[config.mk]
export PLATFORM = sky130hd
export DESIGN_NAME = hazard_tracker
export DESIGN_NICKNAME = d
export VERILOG_FILES = /design/src/rtl/hazard_tracker_pkg.sv /design/src/rtl/hazard_tracker_stage_reg.sv /design/src/rtl/hazard_tracker.sv
export SDC_FILE = /design/constraint.sdc
export NUM_CORES = 1
export LEC_CHECK = 0
export BUFFER_PORTS_ARGS = -buffer_cell sky130_fd_sc_hd__buf_2
export CAP_MARGIN = 20
export CORE_AREA = 2 2 86 88
export CTS_BUF_LIST = sky130_fd_sc_hd__clkbuf_2
export CTS_CLUSTER_SIZE = 28
export DETAILED_ROUTE_END_ITERATION = 10
export DIE_AREA = 0 0 88 90
export GPL_ROUTABILITY_DRIVEN = 0
export MAX_ROUTING_LAYER = met4
export PLACE_DENSITY_LB_ADDON = 0.1
export SYNTH_ARGS = -nofsm -noshare
export SYNTH_HDL_FRONTEND = slang
export SYNTH_SLANG_ARGS = --single-unit
export TNS_END_PERCENT = 1
[constraint.sdc]
create_clock -name clk -period 1.8 [get_ports clk]
set_input_delay 0.18 -clock clk [delete_from_list [all_inputs] [get_ports clk]]
set_output_delay 0.18 -clock clk [all_outputs]
set_load 0.05 [all_outputs]
[src/rtl/hazard_tracker_pkg.sv]
// hazard_tracker_pkg: shared widths, zero register and stage record for the hazard tracker
package hazard_tracker_pkg;
  localparam int REG_W = 5;
  localparam int DATA_W = 32;
  localparam logic [REG_W-1:0] ZERO_REG = '0;
  typedef struct packed {
    logic [REG_W-1:0] rd;
    logic regwrite;
    logic memread;
    logic [DATA_W-1:0] data;
  } stage_t;
endpackage

[src/rtl/hazard_tracker_stage_reg.sv]
// stage_reg: pipeline stage record register with synchronous clear and bubble insertion
module stage_reg
  import hazard_tracker_pkg::*;
(
  input  logic   clk,
  input  logic   reset,
  input  logic   bubble,
  input  stage_t d,
  output stage_t q
);
  always_ff @(posedge clk)
    q <= (reset || bubble) ? '0 : d;
endmodule

[src/rtl/hazard_tracker.sv]
// hazard_tracker: EX/MEM and MEM/WB stage tracking, forwarding sources, write-back port and load-use stall
module hazard_tracker
  import hazard_tracker_pkg::*;
(
  input  logic              clk,
  input  logic              reset,
  input  logic [REG_W-1:0]  id_rs,
  input  logic [REG_W-1:0]  id_rt,
  input  logic              id_uses_rt,
  input  logic [REG_W-1:0]  ex_rd,
  input  logic              ex_regwrite,
  input  logic              ex_memread,
  input  logic [DATA_W-1:0] ex_result,
  input  logic [DATA_W-1:0] mem_rdata,
  input  logic              flush,
  output logic              stall,
  output logic [REG_W-1:0]  rd_m1,
  output logic [REG_W-1:0]  rd_m2,
  output logic [DATA_W-1:0] fwd_m1_data,
  output logic [DATA_W-1:0] fwd_m2_data,
  output logic              wb_we,
  output logic [REG_W-1:0]  wb_rd,
  output logic [DATA_W-1:0] wb_data
);
  stage_t m1_d, m1_q, m2_d, m2_q;
  assign m1_d = '{rd: ex_rd, regwrite: ex_regwrite, memread: ex_memread, data: ex_result};
  // a load's value only exists once memory returns it, so it is substituted on the way into M2
  assign m2_d = '{rd: m1_q.rd, regwrite: m1_q.regwrite, memread: m1_q.memread,
                  data: m1_q.memread ? mem_rdata : m1_q.data};
  stage_reg u_m1 (.clk(clk), .reset(reset), .bubble(flush), .d(m1_d), .q(m1_q));
  stage_reg u_m2 (.clk(clk), .reset(reset), .bubble(1'b0), .d(m2_d), .q(m2_q));
  // a squashed load never reaches memory, so it cannot create a hazard
  assign stall = !reset && !flush && ex_memread && ex_regwrite && ex_rd != ZERO_REG &&
                 (ex_rd == id_rs || (id_uses_rt && ex_rd == id_rt));
  assign rd_m1 = m1_q.regwrite ? m1_q.rd : ZERO_REG;
  assign rd_m2 = m2_q.regwrite ? m2_q.rd : ZERO_REG;
  assign fwd_m1_data = m1_q.data;
  assign fwd_m2_data = m2_q.data;
  assign wb_we = m2_q.regwrite && m2_q.rd != ZERO_REG;
  assign wb_rd = m2_q.rd;
  assign wb_data = m2_q.data;
endmodule

==> results of run 1 <==
[flip-flops by register name, indices dropped and copies added, names as in the netlist]
register / cells
u_m1.q: 39
u_m2.q: 38
[layout by cell type, fill, tap and decap left out, types with 2 or more instances in the layout]
master	instances
or4_4	2
and2_1	48
nand3_1	2
buf_2	195
dlygate4sd3_1	72
xor2_1	7
dfxtp_2	2
nor2b_1	6
nor2_1	32
buf_4	5
clkinvlp_4	4
xnor2_1	3
dfxtp_1	75
clkbuf_2	10
mux2i_1	32
[worst register-to-register path, delay by kind of cell, from the launching register on]
family / cells / cell delay [ns]
mux: 1 / 0.28
buf+inv: 1 / 0.30
flops: 1 / 0.37
simple gates: 1 / 0.06
[final cells by class]
cell class                 instances  area, sq um
fill                             592         2540
timing repair buffer             273         1750
sequential                        77         1540
multi-input combinational        139          948
tap                               99          124
clock inverter                     6         63.8
clock buffer                      10         50.0
[power groups by stage]
| stage | Sequential (mW) | Clock, mW | Combinational (mW) |
|---|---|---|---|
| floorplan | 1.83 | 0 | 0.572 |
| global placement | 1.84 | 0 | 0.647 |
| detailed placement | 1.84 | 0 | 0.649 |
| CTS | 1.81 | 0.946 | 0.771 |
| global route | 1.82 | 1.01 | 0.820 |
| finish | 1.81 | 0.901 | 0.772 |
[final timing paths]
| check | start | end | slack, ns | depth (start not counted) |
|---|---|---|---|---|
| setup / recovery | u_m2.q[34] | wb_we | -0.06 | 3 |
| hold / removal | reset | u_m2.q[10] | 0.21 | 3 |
| setup reg to reg | u_m1.q[32] | u_m2.q[28] | 0.70 | 3 |
| hold reg to reg | u_m1.q[37] | u_m2.q[37] | 0.47 | 1 |
[metrics by stage]
step,std cells,setup TNS (ns)
3_3_place_gp,516,0
3_5_place_dp,516,0
5_1_grt,604,-0.167
4_1_cts,604,-0.0988
6_report,604,-0.0552
2_1_floorplan,329,0
[cells by family (layout without fill, tap and decap cells)]
logic type | after synthesis | count (layout) | synth area share
simple gates | 94 | 94 | 0.155
xor+xnor | 10 | 10 | 0.0266
compound gates | 3 | 3 | 0.00759
flops | 77 | 77 | 0.468
buf+inv | 113 | 289 | 0.246
mux | 32 | 32 | 0.0972
[per-layer routing]
metal  up-vias  share of wire  GRT usage
met2       119           0.52      0.326
li1       1270              -          -
met3         8          0.069     0.0367
met4         0          0.015     0.0846
met5         -              0          -
met1      1091           0.39      0.192
[repair_timing]
action / CTS / global route
endpoints found under the setup margin: 1 / 2
hold buffers: 72 / 0
gates resized for setup: 3 / 3
endpoints found under the hold margin: 71 / 0
==> results_dict.tcl, run 1 <==
set metrics [dict create \
    status "finished with violations" \
    violations "setup timing" \
    via_per_inst 4.12 \
    start_kind "register" \
    switching_power_mw 1.09 \
    internal_power_mw 2.39 \
    relSlewSlack 0.722 \
    hp-class "in2reg" \
    port_buffers 197 \
    drt_pass1_iterations 4 \
    cap_violations 0 \
    hpwl_mm 4.57 \
    cp.required_ns 1.62 \
    setup_viol 1 \
    final_cell_area_sq_um 4480 \
    syn-num-nets 414 \
    critPathMaxStageDelay_ns 0.52 \
    hold-worst-slack_ns 0.211 \
    grt_max_degree 39 \
    dr_total_vias 2488 \
    ys_ff_latch 77 \
    rsz0062_at_grt "yes" \
    netlist_top_cells_area "dfxtp_1 (47%), buf_4 (23%), mux2i_1 (9.7%), and2_1 (9.1%), nor2_1 (3.8%)" \
    ys_types 19 \
    grt_antenna_before_repair 0 \
    yosys_warnings 0 \
    start_util 0.469 \
    netlist_area_sq_um 3290 \
    syn_area_per_cell_sq_um 10.0 \
    syn-instance-count 329 \
    cp-end-kind "output port" \
    p_total_mw 3.48 \
    finClkSkew_ns 0.0169 \
    drt-total-wl_mm 7.06 \
    cp_cell_sequence "or4_4, o21a_1, buf_6" \
    synth_top_area_frac 0.468 \
    synthTopCellsByCount "buf_4 (101), dfxtp_1 (77), and2_1 (48)" \
    grt_usage 0.184 \
    numCtsBuffers 9 \
    dp_slack_ns 0.341 \
    die_h_um 90 \
    synth_flop_cell "dfxtp_1" \
    clkSlewWorstSetupHoldPaths_ns 0.22 \
    peakVddDrop_v 0.000463 \
    slowest_stage "or4_4" \
    pwr-share-seq 0.519 \
    slew_violations 0 \
    comb_power_share 0.222 \
    cts.path.max_buffers 2 \
    grt_pass1_vias 2480 \
    worstPathArrival_ns 1.68 \
    drc 0 \
    synthToLayoutAreaGrowth_pct 35.9 \
    clockPowerShare 0.259 \
    clock.fmax_ghz 0.539 \
    clock-sinks 77 \
    finalCriticalPeriod_ns 1.86 \
    fin_ws_ns -0.0552 \
    ys_async_sr_fraction 0 \
    fin_crit_sh 1.03 \
    final_core_util 0.637 \
    rows 31 \
    leakage_nw 2.29 \
    core_area_sq_um 7020 \
    hold_viol_final 0 \
    yosys.area.top_type "dfxtp_1" \
    cts-htree-levels 3 \
    yosys.cell_count.top_type "buf_4" \
    p_per_area_nw_per_um2 778 \
    tightest_slew_ns 0.416 \
    final_layout_size_suffix_gt1_frac 0.442 \
    place_area_sq_um 3630 \
    ioPinCount 198 \
    nets 585 \
    route.antenna.remaining_nets 0 \
    cts_setup_buffers 0 \
    worstPathMaxFanout 3 \
    worstSkewPairLatency_ns 0.49 \
    die-width_um 88 \
    n_antenna_cell 0 \
    cts-root-buf "clkbuf_2" \
    ys_seq_area_frac 0.468 \
    tritoncts "built" \
    path_buf_inv 1 \
    first_iter_violations 53 \
    synth-edff-count 0 \
    cp_top_family "simple AND/OR/NAND/NOR gates" \
    grt_overflow 0 \
    wl_per_cell_um 11.7 \
    die_area_sq_um 7920 \
    crit_type "reg2out" \
    switching_share 0.313 \
    grt_pass1_wl_mm 11.0 \
]
(Power assumes the default switching activity.)
==> inputs of run 2 (changes only) <==
Settings changed: CORE_AREA 2 2 86 88 to 2 2 78 98, DIE_AREA 0 0 88 90 to 0 0 80 100, SKIP_LAST_GASP set to 1.
==> run 2 against run 1 <==
The flow still finishes with violations (setup timing). Die area up 1.0%. Final cell count down 1.5%. Sequential power about the same. Worst setup slack about the same. Maximum frequency about the same. Largest power group unchanged.
==> results_dict.tcl, run 2 (same netlist as run 1, synthesis figures left out) <==
set metrics [dict create \
    first_iter_violations 28 \
    p_total_mw 3.45 \
    grt_antenna_before_repair 0 \
    clock-sinks 77 \
    largest_reg_flops 39 \
    cts_setup_buffers 0 \
    cp.required_ns 1.62 \
    grt_pass1_vias 2438 \
    finClkSkew_ns 0.0200 \
    critPathLaunch "u_m2.q[34]" \
    hold-worst-slack_ns 0.222 \
    reg2reg_from "u_m1.q[32]" \
    slowest_stage "or4_1" \
    final_core_util 0.620 \
    crit_end "wb_we" \
    route.antenna.remaining_nets 0 \
    cts.path.max_buffers 2 \
    critPathMaxStageDelay_ns 0.51 \
    cts-root-buf "clkbuf_2" \
    peakVddDrop_v 0.000468 \
    n_antenna_cell 0 \
    hp-class "in2reg" \
    hpwl_mm 4.61 \
    top_regs "u_m1.q (39), u_m2.q (38)" \
    rsz0062_at_grt "yes" \
    grt_max_degree 39 \
    finalCriticalPeriod_ns 1.85 \
    status "finished with violations" \
    violations "setup timing" \
    final_layout_size_suffix_gt1_frac 0.439 \
    p_per_area_nw_per_um2 774 \
    die_h_um 100 \
    worstPathMaxFanout 3 \
    dr_total_vias 2523 \
    clock.fmax_ghz 0.539 \
    setup_viol 1 \
    grt_pass1_wl_mm 10.6 \
    grt_overflow 0 \
    r2r_end "u_m2.q[17]" \
    die_area_sq_um 8000 \
    mostFrequentLayoutCells "buf_2 (196), dfxtp_1 (75), dlygate4sd3_1 (72), and2_1 (48)" \
    via_per_inst 4.24 \
    setup_tns_ns -0.0548 \
    synthToLayoutAreaGrowth_pct 35.2 \
    leakage_nw 2.29 \
    worstPathArrival_ns 1.67 \
    numCtsBuffers 9 \
    start_kind "register" \
    ff2ff_setup_slack_ns 0.80 \
    crit_type "reg2out" \
    nets 584 \
    dp_slack_ns 0.235 \
    fin_ws_ns -0.0548 \
    start_util 0.459 \
    drt_pass1_iterations 4 \
    fin_crit_sh 1.03 \
    wl_per_cell_um 11.9 \
    die-width_um 80 \
    slew_violations 0 \
    relSlewSlack 0.719 \
    clkSlewWorstSetupHoldPaths_ns 0.20 \
    top_register "u_m1.q" \
    tritoncts "built" \
    final_common_cell "buf_2" \
    cts-htree-levels 3 \
    drt-total-wl_mm 7.08 \
    hold_viol_final 0 \
    tightest_slew_ns 0.422 \
    cp-end-kind "output port" \
    rows 35 \
    ioPinCount 198 \
    worstSkewPairLatency_ns 0.48 \
    worstRegToRegCells 3 \
    core_area_sq_um 7180 \
    fillers 623 \
    cap_violations 0 \
    port_buffers 197 \
    drc 0 \
    grt_usage 0.181 \
    cp_cell_sequence "or4_1, o21a_1, buf_6" \
]
-- run 2: stage by stage --
step                cell area (sq um)  std cells
floorplan                        3290        329
global placement                 3620        508
detailed placement               3620        508
CTS                              4450        595
global route                     4450        595
finish                           4450        595
-- run 2: layout make-up --
| type | instances | area (sq um) | area share |
|---|---|---|---|
| Timing Repair Buffer | 272 | 1750 | 0.392 |
| Sequential cell | 77 | 1540 | 0.347 |
| Multi-Input combinational cell | 139 | 945 | 0.212 |
| Tap cell | 92 | 115 | 0.0258 |
| Clock inverter | 5 | 52.6 | 0.0118 |
| Clock buffer | 10 | 50.0 | 0.0112 |
-- run 2: routing by layer --
metal	up-vias	GRT usage	wire length, um
met3	17	0.0351	464
met2	124	0.340	3830
met4	0	0.0952	193
met5	-	-	0
met1	1114	0.168	2600
li1	1268	-	-
-- run 2: repair_timing --
action | in CTS | in global routing
cloned | 0 | 0
gates resized for setup | 3 | 0
setup endpoints to repair | 1 | 2
hold buffers | 72 | 0
endpoints found under the hold margin | 71 | 0
-- run 2: worst min path at each step --
stage	depth (start not counted)	startpoint	endpoint	slack [ns]
3_5_place_dp	2	ex_result[17]	u_m1.q[17]	0.38
2_1_floorplan	1	ex_result[0]	u_m1.q[0]	0.30
6_report	3	reset	u_m2.q[12]	0.22
3_3_place_gp	2	ex_result[4]	u_m1.q[4]	0.38
5_1_grt	3	reset	u_m2.q[9]	0.17
4_1_cts	3	reset	u_m2.q[12]	0.16
-- run 2: report_power, final --
group | internal [mW] | total, mW | switching (mW) | leakage, nW
clock | 0.312 | 0.868 | 0.556 | 0.0675
sequential | 1.77 | 1.81 | 0.0311 | 0.631
combinational | 0.295 | 0.773 | 0.478 | 1.60
-- run 2: worst max-delay path: cells and delay by family (launching register included) --
kind | cells | cell delay, ns
buffers and inverters | 1 | 0.15
DFF | 1 | 0.36
and+or+nand+nor | 1 | 0.51
AOI/OAI and AO/OA | 1 | 0.19
